[src/rtl/stdp_pkg.sv]
// Shared types and saturating fixed-point helpers for the STDP synapse bank.
// The helpers work on a 32-bit carrier; callers zero-extend in and truncate out.
package stdp_pkg;

    localparam int DEF_WIDTH        = 16;
    localparam int DEF_DECIMAL_BITS = 8;
    localparam int ONE              = 1 << DEF_DECIMAL_BITS;
    localparam int MAX_VALUE        = (1 << DEF_WIDTH) - 1;
    localparam int FX_W             = 32;

    typedef logic [FX_W-1:0] fx_t;

    typedef enum logic [1:0] {
        IDLE,
        TRACE,
        UPDATE,
        OUTPUT
    } state_e;

    function automatic fx_t sat_add(input fx_t a, input fx_t b, input fx_t max_v);
        logic [FX_W:0] s;
        s = {1'b0, a} + {1'b0, b};
        return (s > {1'b0, max_v}) ? max_v : s[FX_W-1:0];
    endfunction

    function automatic fx_t sat_sub(input fx_t a, input fx_t b);
        return (b > a) ? '0 : a - b;
    endfunction

    // Full-width product, rescaled by the fractional bits, clipped to max_v.
    function automatic fx_t fx_mul(input fx_t a, input fx_t b, input int frac, input fx_t max_v);
        logic [2*FX_W-1:0] p;
        p = ({{FX_W{1'b0}}, a} * {{FX_W{1'b0}}, b}) >> frac;
        return (p > {{FX_W{1'b0}}, max_v}) ? max_v : p[FX_W-1:0];
    endfunction

endpackage

[src/rtl/stdp_trace.sv]
// One exponentially decaying spike trace: on each strobe t <= t - (t>>TAU_SHIFT),
// plus ONE when the latched spike is set, saturating at all-ones.
module stdp_trace
    import stdp_pkg::*;
#(
    parameter int WIDTH        = DEF_WIDTH,
    parameter int DECIMAL_BITS = DEF_DECIMAL_BITS,
    parameter int TAU_SHIFT    = 4
) (
    input  logic             clk,
    input  logic             reset_n,
    input  logic             en,
    input  logic             spike,
    output logic [WIDTH-1:0] trace
);

    localparam fx_t INC = fx_t'(1) << DECIMAL_BITS;
    localparam fx_t LIM = fx_t'({WIDTH{1'b1}});

    logic [WIDTH-1:0] trace_q, trace_d, decayed;

    always_comb begin
        decayed = trace_q - (trace_q >> TAU_SHIFT);
        trace_d = trace_q;
        if (en) begin
            trace_d = WIDTH'(sat_add(fx_t'(decayed), spike ? INC : '0, LIM));
        end
    end

    always_ff @(posedge clk or negedge reset_n) begin
        if (!reset_n) begin
            trace_q <= '0;
        end else begin
            trace_q <= trace_d;
        end
    end

    assign trace = trace_q;

endmodule

[src/rtl/stdp_synapse_array.sv]
// N_SYN-input pair-based STDP synapse bank with one shared multiplier and a summed current output.
// Optional homeostatic pull of weights toward W_INIT when STDP_WEIGHT_DECAY_EN is defined.
module stdp_synapse_array
    import stdp_pkg::*;
#(
    parameter int WIDTH        = DEF_WIDTH,
    parameter int DECIMAL_BITS = DEF_DECIMAL_BITS,
    parameter int N_SYN        = 4,
    parameter int A_PLUS       = (1 << DECIMAL_BITS) >> 5,
    parameter int A_MINUS      = (1 << DECIMAL_BITS) >> 6,
    parameter int TAU_SHIFT    = 4,
    parameter int W_MAX        = (1 << DECIMAL_BITS) << 1,
    parameter int W_INIT       = 1 << DECIMAL_BITS
) (
    input  logic                     clk,
    input  logic                     reset_n,
    input  logic                     valid_in,
    output logic                     ready_out,
    input  logic [N_SYN-1:0]         pre_spikes,
    input  logic                     post_spike,
    input  logic                     learn_en,
    output logic                     valid_out,
    input  logic                     ready_in,
    output logic [WIDTH-1:0]         i_syn_total,
    output logic [N_SYN*WIDTH-1:0]   weights,
    output logic [N_SYN*WIDTH-1:0]   debug_pre_trace,
    output logic [WIDTH-1:0]         debug_post_trace
);

    localparam int                  IDX_W    = (N_SYN > 1) ? $clog2(N_SYN) : 1;
    localparam fx_t                 LIM      = fx_t'({WIDTH{1'b1}});
    localparam logic signed [WIDTH+1:0] W_MAX_S = (WIDTH+2)'(W_MAX);
    localparam logic [WIDTH-1:0]    W_MAX_W  = WIDTH'(W_MAX);
    localparam logic [WIDTH-1:0]    W_INIT_W = WIDTH'(W_INIT);

    state_e                        state_q, state_d;
    logic [IDX_W-1:0]              idx_q, idx_d;
    logic [N_SYN-1:0]              pre_q, pre_d;
    logic                          post_q, post_d;
    logic                          learn_q, learn_d;
    logic [N_SYN-1:0][WIDTH-1:0]   w_q, w_d;
    logic [N_SYN-1:0][WIDTH-1:0]   pre_snap_q, pre_snap_d;
    logic [WIDTH-1:0]              ltd_q, ltd_d;
    logic [WIDTH-1:0]              isyn_q, isyn_d;

    logic [N_SYN-1:0][WIDTH-1:0]   pre_tr;
    logic [WIDTH-1:0]              post_tr;
    logic                          trace_en;

    logic [WIDTH-1:0]              mul_a, mul_b, mul_p;
    logic [WIDTH-1:0]              cur_w, ltp, ltd, w_new;
    logic signed [WIDTH+1:0]       w_sum;
`ifdef STDP_WEIGHT_DECAY_EN
    logic [WIDTH-1:0]              hd_step;
`endif

    // Traces advance once per sample, in the TRACE cycle, from the latched spikes.
    assign trace_en = (state_q == TRACE);

    for (genvar g = 0; g < N_SYN; g++) begin : g_pre
        stdp_trace #(
            .WIDTH        (WIDTH),
            .DECIMAL_BITS (DECIMAL_BITS),
            .TAU_SHIFT    (TAU_SHIFT)
        ) u_pre (
            .clk     (clk),
            .reset_n (reset_n),
            .en      (trace_en),
            .spike   (pre_q[g]),
            .trace   (pre_tr[g])
        );
    end

    stdp_trace #(
        .WIDTH        (WIDTH),
        .DECIMAL_BITS (DECIMAL_BITS),
        .TAU_SHIFT    (TAU_SHIFT)
    ) u_post (
        .clk     (clk),
        .reset_n (reset_n),
        .en      (trace_en),
        .spike   (post_q),
        .trace   (post_tr)
    );

    // LTD magnitude depends only on the post trace, so the single multiplier computes it
    // once in TRACE and is free for per-synapse LTP during the UPDATE sweep.
    always_comb begin
        mul_a = (state_q == TRACE) ? WIDTH'(A_MINUS) : WIDTH'(A_PLUS);
        mul_b = (state_q == TRACE) ? post_tr : pre_snap_q[idx_q];
        mul_p = WIDTH'(fx_mul(fx_t'(mul_a), fx_t'(mul_b), DECIMAL_BITS, LIM));
    end

    always_comb begin
        cur_w = w_q[idx_q];
        ltp   = (post_q && (pre_snap_q[idx_q] != '0)) ? mul_p : '0;
        ltd   = pre_q[idx_q] ? ltd_q : '0;
        w_sum = $signed({2'b00, cur_w}) + $signed({2'b00, ltp}) - $signed({2'b00, ltd});
        if (w_sum < 0) begin
            w_new = '0;
        end else if (w_sum > W_MAX_S) begin
            w_new = W_MAX_W;
        end else begin
            w_new = w_sum[WIDTH-1:0];
        end
`ifdef STDP_WEIGHT_DECAY_EN
        hd_step = '0;
        if (w_new > W_INIT_W) begin
            hd_step = (w_new - W_INIT_W) >> 8;
            if (hd_step == '0) hd_step = 1;
            w_new = w_new - hd_step;
        end else if (w_new < W_INIT_W) begin
            hd_step = (W_INIT_W - w_new) >> 8;
            if (hd_step == '0) hd_step = 1;
            w_new = w_new + hd_step;
        end
`endif
    end

    always_comb begin
        state_d    = state_q;
        idx_d      = idx_q;
        pre_d      = pre_q;
        post_d     = post_q;
        learn_d    = learn_q;
        w_d        = w_q;
        pre_snap_d = pre_snap_q;
        ltd_d      = ltd_q;
        isyn_d     = isyn_q;
        case (state_q)
            IDLE: begin
                if (valid_in) begin
                    pre_d   = pre_spikes;
                    post_d  = post_spike;
                    learn_d = learn_en;
                    state_d = TRACE;
                end
            end
            TRACE: begin
                pre_snap_d = pre_tr;
                ltd_d      = (post_tr != '0) ? mul_p : '0;
                isyn_d     = '0;
                idx_d      = '0;
                state_d    = UPDATE;
            end
            UPDATE: begin
                if (learn_q) w_d[idx_q] = w_new;
                if (pre_q[idx_q]) begin
                    isyn_d = WIDTH'(sat_add(fx_t'(isyn_q), fx_t'(cur_w), LIM));
                end
                if (idx_q == IDX_W'(N_SYN - 1)) begin
                    state_d = OUTPUT;
                end else begin
                    idx_d = idx_q + 1'b1;
                end
            end
            OUTPUT: begin
                if (ready_in) state_d = IDLE;
            end
            default: state_d = IDLE;
        endcase
    end

    always_ff @(posedge clk or negedge reset_n) begin
        if (!reset_n) begin
            state_q    <= IDLE;
            idx_q      <= '0;
            pre_q      <= '0;
            post_q     <= 1'b0;
            learn_q    <= 1'b0;
            w_q        <= {N_SYN{W_INIT_W}};
            pre_snap_q <= '0;
            ltd_q      <= '0;
            isyn_q     <= '0;
        end else begin
            state_q    <= state_d;
            idx_q      <= idx_d;
            pre_q      <= pre_d;
            post_q     <= post_d;
            learn_q    <= learn_d;
            w_q        <= w_d;
            pre_snap_q <= pre_snap_d;
            ltd_q      <= ltd_d;
            isyn_q     <= isyn_d;
        end
    end

    assign ready_out        = (state_q == IDLE);
    assign valid_out        = (state_q == OUTPUT);
    assign i_syn_total      = isyn_q;
    assign weights          = w_q;
    assign debug_pre_trace  = pre_tr;
    assign debug_post_trace = post_tr;

endmodule

[config.mk]
export PLATFORM = sky130hd
export DESIGN_NAME = stdp_synapse_array
export DESIGN_NICKNAME = d
export VERILOG_FILES = /design/src/rtl/stdp_pkg.sv /design/src/rtl/stdp_trace.sv /design/src/rtl/stdp_synapse_array.sv
export SDC_FILE = /design/constraint.sdc
export NUM_CORES = 1
export LEC_CHECK = 0
export ABC_AREA = 1
export CELL_PAD_IN_SITES_DETAIL_PLACEMENT = 1
export CELL_PAD_IN_SITES_GLOBAL_PLACEMENT = 2
export CORE_ASPECT_RATIO = 1.5
export CORE_UTILIZATION = 31
export CTS_BUF_LIST = sky130_fd_sc_hd__clkbuf_4 sky130_fd_sc_hd__clkbuf_8
export CTS_CLUSTER_DIAMETER = 200
export DETAILED_ROUTE_END_ITERATION = 7
export PLACE_DENSITY_LB_ADDON = 0.08
export SLEW_MARGIN = 20
export SYNTH_ARGS = -nofsm -noshare
export SYNTH_HDL_FRONTEND = slang
export SYNTH_HIERARCHICAL = 1
export SYNTH_SLANG_ARGS = --single-unit
[constraint.sdc]
create_clock -name clk -period 4.7 [get_ports clk]
set_input_delay 1.175 -clock clk [delete_from_list [all_inputs] [get_ports clk]]
set_output_delay 1.175 -clock clk [all_outputs]
set_load 0.02 [all_outputs]
### Word level (Yosys, flattened, before mapping)

Index checks and enable logic that the tools add are counted.

| cells by class | value |
|---|---|
| equality and inequality tests | 9 |
| multiply operators | 1 |
| bitwise logic cells | 0 |
| reductions and logical operators | 11 |
| $add $sub $neg | 14 |
| shift operators | 0 |
| divide/modulo/power cells | 0 |
| multiplexer cells | 36 |
| order comparisons | 11 |

Operators by type and width:

| cell | number |
|---|---|
| 16-bit two-way mux | 17 |
| 33-bit by 16-bit > comparator with 1-bit output, second input constant | 5 |
| 16-bit by 9-bit adder with 17-bit output | 5 |
| 16-bit by 12-bit subtractor with 16-bit output | 5 |
| 16-bit binary-select mux with 2-bit select | 2 |
| 64-bit bitwise mux | 1 |
| 9-bit two-way mux | 5 |
| 16-bit by 16-bit adder with 17-bit output | 2 |
| 16-bit demux with 2-bit select | 1 |
| 16-bit one-hot mux with 2 select lines | 1 |
| 16-bit nonzero test | 2 |
| 4-bit by 16-bit multiplier with 20-bit output | 1 |
| 18-bit by 11-bit > comparator with 1-bit output, second input constant | 1 |
| 18-bit by 1-bit less-than comparator with 1-bit output, second input constant | 1 |
| 17-bit by 16-bit subtractor with 18-bit output | 1 |
| 17-bit by 16-bit > comparator with 1-bit output, second input constant | 1 |
| 12-bit by 16-bit > comparator with 1-bit output, second input constant | 1 |
| 2-bit two-way mux | 4 |
| 2-bit inequality test, second input constant | 4 |
| 2-bit one-hot mux with 4 select lines | 1 |
| 2-bit AND reduction | 4 |
| 2-bit equality test, second input constant | 3 |
| 4-bit two-way mux | 1 |
| 2-bit one-hot mux with 2 select lines | 1 |
| 11 further kinds | 12 |

| word-level totals | value |
|---|---|
| bits in read-only memories | 0 |
| flip-flop bits (word level) | 250 |
| latch bits | 0 |
| bits of input ports | 10 |
| memories kept | 0 |
| RAM bits | 0 |

### Logic depth before layout (Yosys ltp)

Gate-level depths: netlist of the first run.

| logic depth | value |
|---|---|
| word-level depth | 13 |
| mapped depth | 34 |
| gate-level depth less buffers | 33 |

### Cells and area by module

Netlist of the first run, hierarchy kept.

Modules (own cells, without submodules):

| module | times used | cells each | area an instance (um2) | seq. area each (um2) |
|---|---|---|---|---|
| stdp_synapse_array | 1 | 1529 | 10821.6 | 4159.0 |
| stdp_trace | 5 | 267 | 1746.7 | 400.4 |

### Worst setup path before layout of the first run

No wires, ideal clock.

| path | value |
|---|---|
| path type | register to register |
| start | register state_q[1] |
| end | register w_q, in the netlist weights[22] |
| clock period less this slack | 4375 ps |
| required time | 4634 ps |
| stages on the path, launching flop included | 27 |
| data arrival time | 4309 ps |
| path slack | 325 ps |
| path through | dfrtp_1 > inv_1 > ha_1 > buf_2 > buf_1 > nor2_1 > ha_1 > ha_1 > ha_1 > inv_1 > nand3_1 > nand3_1 > fa_1 > inv_1 > ha_1 > nand2_1 > inv_1 > nand2_1 > inv_1 > a21oi_1 > nand3b_1 > nand2_1 > nand2_2 > a21oi_4 > buf_6 > nand4_1 > nand2_1 |

| on the way | value |
|---|---|
| word-level cells in the longest chain between the ends | 12 |
| elaborated cells between the ends (all ways) | 16 |

RTL lines:

| item | RTL line | text |
|---|---|---|
| start: declaration | stdp_synapse_array.sv:36 | `state_e state_q, state_d;` |
| start signal: assignment | stdp_synapse_array.sv:176 | `state_q <= state_d;` |
| 2-bit by 1-bit equality test with 1-bit output * | stdp_synapse_array.sv:89 | `mul_a = (state_q == TRACE) ? WIDTH'(A_MINUS) : WIDTH'(A_PLUS);` |
| 4-bit two-way mux * | stdp_synapse_array.sv:89 |  |
| net mul_a[2] | stdp_synapse_array.sv:50 | `logic [WIDTH-1:0] mul_a, mul_b, mul_p;` |
| 4-bit by 16-bit multiplier with 20-bit output * | stdp_pkg.sv:33 | `p = ({{FX_W{1'b0}}, a} * {{FX_W{1'b0}}, b}) >> frac;` |
| 12-bit by 16-bit > comparator with 1-bit output | stdp_pkg.sv:34 | `return (p > {{FX_W{1'b0}}, max_v}) ? max_v : p[FX_W-1:0];` |
| 16-bit two-way mux * | stdp_pkg.sv:34 |  |
| 16-bit two-way mux * | stdp_synapse_array.sv:96 | `ltp = (post_q && (pre_snap_q[idx_q] != '0)) ? mul_p : '0;` |
| 16-bit by 16-bit adder with 17-bit output * | stdp_synapse_array.sv:98 | `w_sum = $signed({2'b00, cur_w}) + $signed({2'b00, ltp}) - $signed({2'b00, ltd});` |
| 17-bit by 16-bit subtractor with 18-bit output * | stdp_synapse_array.sv:98 |  |
| 18-bit by 11-bit > comparator with 1-bit output | stdp_synapse_array.sv:101 | `end else if (w_sum > W_MAX_S) begin` |
| 16-bit two-way mux | stdp_synapse_array.sv:101 |  |
| 16-bit two-way mux * | stdp_synapse_array.sv:99 | `if (w_sum < 0) begin` |
| 64-bit bitwise mux * | stdp_synapse_array.sv:147 | `if (learn_q) w_d[idx_q] = w_new;` |
| end signal: assignment | stdp_synapse_array.sv:171 | `w_q <= {N_SYN{W_INIT_W}};` |
| end signal: assignment | stdp_synapse_array.sv:181 | `w_q <= w_d;` |
| end: declaration | stdp_synapse_array.sv:41 | `logic [N_SYN-1:0][WIDTH-1:0] w_q, w_d;` |

The timed path passes the listed nets; every way through them passes the cells marked *.
A chain may end at the register's enable or synchronous reset.

### Final worst setup path of the first run

| path | value |
|---|---|
| start | register idx_q[0] |
| end | register w_q, in the netlist weights[20] |

| on the way | value |
|---|---|
| word-level cells in the longest chain between the ends | 13 |
| elaborated cells between the ends (all ways) | 26 |

RTL lines:

| item | RTL line | text |
|---|---|---|
| start: declaration | stdp_synapse_array.sv:37 | `logic [IDX_W-1:0] idx_q, idx_d;` |
| start signal: assignment | stdp_synapse_array.sv:177 | `idx_q <= idx_d;` |
| 16-bit binary-select mux with 2-bit select | stdp_synapse_array.sv:90, stdp_synapse_array.sv:96 |  |
| 16-bit two-way mux (not written as such) | stdp_synapse_array.sv:90, stdp_synapse_array.sv:96 |  |
| 16-bit two-way mux | stdp_synapse_array.sv:90 | `mul_b = (state_q == TRACE) ? post_tr : pre_snap_q[idx_q];` |
| 4-bit by 16-bit multiplier with 20-bit output | stdp_pkg.sv:33 |  |
| 12-bit by 16-bit > comparator with 1-bit output | stdp_pkg.sv:34 |  |
| 16-bit two-way mux | stdp_pkg.sv:34 |  |
| 16-bit two-way mux | stdp_synapse_array.sv:96 |  |
| 16-bit by 16-bit adder with 17-bit output | stdp_synapse_array.sv:98 |  |
| 17-bit by 16-bit subtractor with 18-bit output | stdp_synapse_array.sv:98 |  |
| 18-bit by 11-bit > comparator with 1-bit output | stdp_synapse_array.sv:101 |  |
| 16-bit two-way mux | stdp_synapse_array.sv:101 |  |
| 16-bit two-way mux | stdp_synapse_array.sv:99 |  |
| 64-bit bitwise mux * | stdp_synapse_array.sv:147 |  |

Mark *: on every way between the ends. The rest lies on a longest branch, timed or not. The select of a mux whose other input is x is not followed.

==> summary.md, run 1 <==
| Metric | Value |
|---|---|
| Status | complete, but fails checks |
| Failing checks | DRC |
| Synth Area in Simple Gates | 0.356 |
| CP endpoint kind | flop |
| Top cells by area, synth | dfrtp_1 31%, nand2_1 19%, ha_1 8.1%, inv_1 8.0%, nand3_1 4.5% |
| FFs w/ async S/R, synth | 1.00 |
| Buffers & Inverters on Critical Path | 8 |
| WHS | 0.481 ns |
| Critical path launch point type | flop |
| Post-Synth Adder-Cell Area | 0.0990 |
| Mapped Avg Cell Area | 6.83 um2 |
| Congestion Overflow GR | 0 |
| Max Fclk | approximately 220 MHz |
| Post-synth top cells | 989 x nand2_1, 417 x inv_1, 242 x dfrtp_1 |
| Critical Path AT | 5.08 ns |
| Reg2reg start | idx_q[0]$_DFFE_PN0P_ |
| Core Box Area | 62200 um2 |
| Max Cap Viol | 0 |
| Area delta synth->final | 22.7% |
| Root Driver | clkbuf_8 |
| Worst hold path class | reg2reg |
| Tcrit/Tclk final | 0.961 |
| Largest net degree at the start of global routing | 88 |
| Hold Crit Start | ltd_q[11]$_DFFE_PN0P_ |
| 1st-iter DRT viols | 826 |
| Via/cell ratio | about 4.9 |
| Cts bufs inserted | 47 |
| Antenna violations before repair | 1 |
| H-tree Lvls | 2 |
| Seq/Total Area, Yosys | 0.315 |
| CTS tree | yes |
| Number of iterations in the first detailed-routing pass | 8 |
| Die Y | 310 um |
| Boundary Pins | approximately 170 |
| GP Congestion | 0.887 |
| Final Instance Area | 24000 um2 |
| Hold-fix buffers, CTS | 0 |
| Layout cells sized above 1 | 0.120 |
| Compound-cell area share of the yosys netlist | 0.0890 |
| Synth unique cells | 51 |
| Final-layout fill cell count | between 7k and 8k |
| Critical path cell sequence | buf_6 > buf_4 > nand2_1 > a32oi_1 > buf_4 > inv_1 > fa_1 > inv_1 > ha_1 > nand2_1 > inv_1 > a21oi_1 > nand2_2 > xor2_2 > nand3_1 > a21oi_4 > buf_12 > clkbuf_16 > nand4_1 > nand2_1 |
| Vias in the first global route | just over 20k |
| Family with the most delay on the worst path | buffers and inverters |
| DP Wirelength | 59.4 mm |
| Final Hold Fails | 0 |
| Placed Area | 22300 um2 |
| Clock transition at the registers of the reported paths | ~0.070 ns |
| PortBufs | 171 |
| R2R Setup Slk | 0.18 ns |
| Worst Slack Setup Final | 0.183 ns |
| Non-Filler Instances | 3929 |
| Slew Limit Fails | 0 |
| Die footprint | 64100 um2 |
| Sink Count | ~250 |
| Post-synth EDFFs | 0 |
| Slew margin rel. | 0.339 |
| Crit-path max cell delay | about 0.55 ns |
| DP Worst Slack | between 0.06 and 0.07 ns |
| Num rows | 112 |
| Count leader, synth | nand2_1 |
| Largest family of logic cells by synthesized area | simple AND/OR/NAND/NOR gates |
| Worst Skew | 0.0471 ns |
| Initial Util | 0.314 |
| Slowest-stage cell, CP | dfrtp_2 |
| Post-DRT Antenna Nets | 0 |
| Worst setup path start | idx_q[0]$_DFFE_PN0P_ |
| Mapped Cells | 2864 |
| Warnings from Yosys | 6 |
| Clk_lat worst skew | 0.63 ns |
| WP data required | 5.27 ns |
| Placed Cells incl. Taps | approximately 3.8k |
| Largest buffer count on any clock path | 3 |
| Die X | ~210 um |
| Yosys top cell area share | 0.310 |
| Slew of the pin with the lowest slew margin | approximately 1 ns |
| Wire per inst | 19.3 um |
| Via count | about 19k |
| Yosys reg bits | 246 |
| Final setup fails | 0 |
| Xor/xnor share of the synthesized area | 0.0304 |
| Crit path time final | 4.52 ns |
| DR DRC count | 11 |
| First-pass GRT wire length | 116 mm |
| Total GRT Usage | 0.233 |
| Total Wirelength | ~76 mm |
| WS Path Type | reg2reg |
| Mux share of post-synthesis cell area | 0.00346 |
| CP Max Fanout | 34 |
| Cell taking the most area after synthesis | dfrtp_1 |
| Top FF cell, synth | dfrtp_1 |
| NumNets Final | 3248 |
| Synthesized cell area | 19600 um2 |
-- state kept, by name, summed over array words and instances (netlist names) --
name,cells
g_pre.u_pre/trace,64
pre_snap_q,64
weights,64
i_syn_total,16
u_post/trace,16
ltd_q,12
pre_q,4
idx_q,2
state_q,2
learn_q,1
post_q,1
-- cells by family after synthesis --
| kind of cell | after synthesis |
|---|---|
| mux | 6 |
| fa+ha+maj | 144 |
| other cells | 1 |
| xor+xnor | 67 |
| compound gates | 272 |
| buf+inv | 508 |
| simple gates | 1620 |
| flops | 246 |
-- stage by stage --
stage                     setup TNS (ns)  utilization
after floorplan                        0            -
after detailed placement               0        0.359
after global placement                 0        0.359
after global routing              -0.605        0.386
final                                  0        0.386
after CTS                              0        0.377
-- worst register-to-register path: cells and delay by family, from the launching register on --
family,cells,cell delay (ns)
buffers and inverters,8,1.32
AND/OR/NAND/NOR,6,0.79
adder cells (fa/ha/maj),2,0.85
flip-flops,1,0.55
AO/OA/AOI/OAI,3,0.73
XOR/XNOR,1,0.25
-- layout by cell type, fill, tap and decap left out, drive strengths merged, types with 4 or more instances in the layout --
| master | instances |
|---|---|
| o21bai | 4 |
| o22ai | 4 |
| clkdlybuf4s50 | 170 |
| dfrtp | 242 |
| nor2 | 245 |
| clkinv | 13 |
| a32oi | 12 |
| nor4 | 5 |
| clkinvlp | 5 |
| nand2 | 1038 |
| mux2 | 6 |
| clkbuf | 73 |
| nand3b | 4 |
| a21oi | 163 |
| xor2 | 31 |
| nor3 | 26 |
| o21ai | 76 |
| nand3 | 197 |
| buf | 62 |
| xnor2 | 36 |
| inv | 435 |
| conb | 11 |
| bufinv | 6 |
| ha | 126 |
| and2 | 24 |
| nand4 | 73 |
| or2 | 6 |
| fa | 18 |
| dfstp | 4 |
| a21boi | 4 |
-- layout make-up --
type                            instances  area (um2)  area share
Inverter                              439        1670      0.0694
Clock inverter                         19         259      0.0108
Antenna cell                            1        2.50    0.000104
Clock buffer                           66         877      0.0365
Tap cell                              798         998      0.0416
Sequential cell                       246        6160       0.257
Timing Repair inverter                  1        7.51    0.000313
Multi-Input combinational cell       2120       11500       0.481
Timing Repair Buffer                  239        2490       0.104
-- per-layer routing --
| layer | vias to the layer above | part of all wire | track usage | wire (um) |
|---|---|---|---|---|
| met2 | 311 | 0.57 | 0.478 | 43100 |
| met5 | - | 0 | 0 | 0 |
| met4 | 0 | 0.040 | 0.0974 | 3050 |
| met3 | 131 | 0.025 | 0.0243 | 1890 |
| met1 | 9343 | 0.37 | 0.236 | 27800 |
| li1 | 9459 | - | - | - |
-- repair_timing --
| action | CTS | global route |
|---|---|---|
| buffers inserted | 0 | 10 |
| gates resized for setup | 0 | 55 |
| setup endpoints to repair | 0 | 40 |
-- path summary, 6_finish.rpt --
path | end | cells past startpoint
worst max-delay path | weights[20]$_DFFE_PN0P_ | 20
worst min register to register | ltd_q[11]$_DFFE_PN0P_ | 2
worst max register to register | weights[20]$_DFFE_PN0P_ | 20
max in group asynchronous | weights[8]$_DFFE_PN1P_ | 2
min in group asynchronous | i_syn_total[12]$_DFFE_PN0P_ | 1
worst min-delay path | ltd_q[11]$_DFFE_PN0P_ | 2
Power of run 1 is not shown: default switching activity piles up to over one toggle a cycle in this logic, so the estimate is an artifact.
==> run 2: changes to the inputs <==
--- a/config.mk
+++ b/config.mk
@@ -13,6 +13,7 @@
 export CTS_BUF_LIST = sky130_fd_sc_hd__clkbuf_4 sky130_fd_sc_hd__clkbuf_8
 export CTS_CLUSTER_DIAMETER = 200
 export DETAILED_ROUTE_END_ITERATION = 7
+export MAX_ROUTING_LAYER = met4
 export PLACE_DENSITY_LB_ADDON = 0.08
 export SLEW_MARGIN = 20
 export SYNTH_ARGS = -nofsm -noshare
==> summary.md, run 2 (same netlist as run 1, synthesis figures left out) <==
| Metric | Value |
|---|---|
| Status | complete, but fails checks (unchanged) |
| Worst hold path class | reg2reg (unchanged) |
| Layout cells sized above 1 | 0.118 (was 0.120) |
| Antenna violations before repair | 1 (unchanged) |
| Cts bufs inserted | 47 (unchanged) |
| Tcrit/Tclk final | 0.947 (was 0.961) |
| CP endpoint kind | flop (unchanged) |
| Boundary Pins | 172 (unchanged) |
| Final Hold Fails | 0 (unchanged) |
| Clk_lat worst skew | 0.63 ns (about the same) |
| CP Max Fanout | 36 (was 34) |
| Worst setup path start | idx_q[0]$_DFFE_PN0P_ (unchanged) |
| Total GRT Usage | 0.239 (was 0.233) |
| WP data required | 5.26 ns (was 5.27 ns) |
| Slew Limit Fails | 0 (unchanged) |
| NumNets Final | 3244 (was 3248) |
| Critical Path End | weights[36]$_DFFE_PN0P_ (was weights[20]$_DFFE_PN0P_) |
| Crit-path max cell delay | 0.48 ns (was 0.55 ns) |
| Hold-fix buffers, CTS | 0 (unchanged) |
| Most common cell after layout, fill and taps aside | nand2_1 (unchanged) |
| Root Driver | clkbuf_8 (unchanged) |
| H-tree Lvls | 2 (unchanged) |
| Via/cell ratio | 4.87 (was 4.90) |
| R2r endpoint | weights[36]$_DFFE_PN0P_ (was weights[20]$_DFFE_PN0P_) |
| Reg2reg start | idx_q[0]$_DFFE_PN0P_ (unchanged) |
| Sink Count | 246 (unchanged) |
| Slowest-stage cell, CP | dfrtp_2 (unchanged) |
| Slew margin rel. | 0.339 (about the same) |
| Slew of the pin with the lowest slew margin | 0.990 ns (was 0.988 ns) |
| DP Wirelength | 59.5 mm (was 59.4 mm) |
| Initial Util | 0.314 (unchanged) |
| Max Cap Viol | 0 (unchanged) |
| Core Box Area | 62200 um2 (unchanged) |
| DR DRC count | 11 (unchanged) |
| Post-DRT Antenna Nets | 0 (unchanged) |
| Max Fclk | 225 MHz (was 221 MHz) |
| 1st-iter DRT viols | 703 (was 826) |
| First-pass GRT wire length | 116 mm (about the same) |
| Largest net degree at the start of global routing | 89 (was 88) |
| Crit path time final | 4.45 ns (was 4.52 ns) |
| WS Path Type | reg2reg (unchanged) |
| Critical Path AT | 5.01 ns (was 5.08 ns) |
| WHS | 0.480 ns (was 0.481 ns) |
| Area delta synth->final | 21.7% (was 22.7%) |
| Clock transition at the registers of the reported paths | 0.06 ns (was 0.07 ns) |
| Total Wirelength | 75.0 mm (was 75.8 mm) |
| Die Y | 310 um (unchanged) |
| Die footprint | 64100 um2 (unchanged) |
| Final setup fails | 0 (unchanged) |
| Failing checks | DRC (unchanged) |
| Number of iterations in the first detailed-routing pass | 8 (unchanged) |
| Critical path launch point type | flop (unchanged) |
| Num rows | 112 (unchanged) |
| DP Worst Slack | -0.0194 ns (was 0.0691 ns) |
| Largest buffer count on any clock path | 3 (unchanged) |
| Seq. cell area | 6160 um2 (about the same) |
| Critical path cell sequence | inv_4 > buf_6 > buf_6 > nand2_1 > a32oi_1 > buf_4 > inv_1 > fa_1 > inv_1 > ha_1 > nand2_1 > inv_1 > a21oi_1 > nand2_2 > xor2_2 > nand3_2 > a21oi_4 > buf_12 > buf_6 > nand4_1 > nand2_1 (was buf_6 > buf_4 > nand2_1 > a32oi_1 > buf_4 > inv_1 > fa_1 > inv_1 > ha_1 > nand2_1 > inv_1 > a21oi_1 > nand2_2 > xor2_2 > nand3_1 > a21oi_4 > buf_12 > clkbuf_16 > nand4_1 > nand2_1) |
| Final-layout fill cell count | 7889 (was 7914) |
| Wire per inst | 19.1 um (was 19.3 um) |
| PortBufs | 171 (unchanged) |
| R2R cell count | 21 (was 20) |
| Vias in the first global route | 20.4k (was 20.6k) |
| Final Instance Area | 23800 um2 (was 24000 um2) |
| Placed Area | 22300 um2 (about the same) |
| Worst Skew | 0.0338 ns (was 0.0471 ns) |
| Die X | 207 um (unchanged) |
| Multi-input logic area | 11500 um2 (about the same) |
| Via count | 19.1k (was 19.2k) |
| Congestion Overflow GR | 0 (unchanged) |
| Worst Slack Setup Final | 0.251 ns (was 0.183 ns) |
| GP Congestion | 0.894 (was 0.887) |
| R2R Setup Slk | 0.25 ns (was 0.18 ns) |
| Most frequent cells in the layout | 982 x nand2_1, 414 x inv_1, 240 x dfrtp_1 (was 977 x nand2_1, 414 x inv_1, 241 x dfrtp_1) |
| CTS tree | yes (unchanged) |
| Final Util | 0.383 (was 0.386) |
## run 2: cell types whose count changed in the layout (fill, tap and decap cells not counted), moves of 3 or more
cell / before / now
buf_6: 10 / 6
bufinv_16: 6 / 3
clkbuf_4: 5 / 11
clkbuf_8: 61 / 57
ha_2: 1 / 4
nand2_1: 977 / 982
nand2_2: 56 / 51
o21ai_2: 2 / 5
## run 2: worst min-delay path by stage
stage,from,to,slack (ns),cells past startpoint
2_1_floorplan,pre_snap_q[18]$_DFFE_PN0P_,pre_snap_q[18]$_DFFE_PN0P_,0.44,2
3_3_place_gp,pre_snap_q[26]$_DFFE_PN0P_,pre_snap_q[26]$_DFFE_PN0P_,0.46,2
3_5_place_dp,pre_snap_q[18]$_DFFE_PN0P_,pre_snap_q[18]$_DFFE_PN0P_,0.46,2
4_1_cts,reset_n,ltd_q[9]$_DFFE_PN0P_,0.48,1
5_1_grt,weights[56]$_DFFE_PN1P_,weights[56]$_DFFE_PN1P_,0.49,2
6_report,pre_snap_q[23]$_DFFE_PN0P_,pre_snap_q[23]$_DFFE_PN0P_,0.48,2
## run 2: worst max-delay path: cells and delay by family, from the launching register on
kind | cells | cell delay [ns]
buffers and inverters | 9 | 1.30
adders and majority gates | 2 | 0.83
AOI/OAI and AO/OA | 3 | 0.73
and+or+nand+nor | 6 | 0.72
DFF | 1 | 0.48
xor gates and xnor gates | 1 | 0.27
## run 2: timing repair
action / CTS / global route
gates resized for setup: 1 / 50
endpoints found under the setup margin: 13 / 40
pin swaps: 0 / 14
setup buffers: 0 / 7
gates cloned: 0 / 8
## run 2: cell type report
type                       instances  share of cell area
clock buffer                      68              0.0364
antenna                            1            0.000105
sequential                       246               0.259
multi-input combinational       2120               0.483
timing repair buffer             236               0.102
inverter                         439              0.0698
tap                              798              0.0419
clock inverter                    16             0.00720
## run 2: per-layer routing
metal,up-vias,wire length (um),global-route usage
li1,9463,-,-
met1,9262,28100,0.234
met2,276,42300,0.479
met3,123,1630,0.0224
met4,0,2980,0.0944
met5,-,0,-
## run 2: stage by stage
stage          std cells  TNS (ns)
4_1_cts             3908         0
3_3_place_gp        3824         0
5_1_grt             3924  -0.00845
6_report            3924         0
2_1_floorplan       2874         0
3_5_place_dp        3824   -0.0194
Power of run 2 is left out for the same reason.
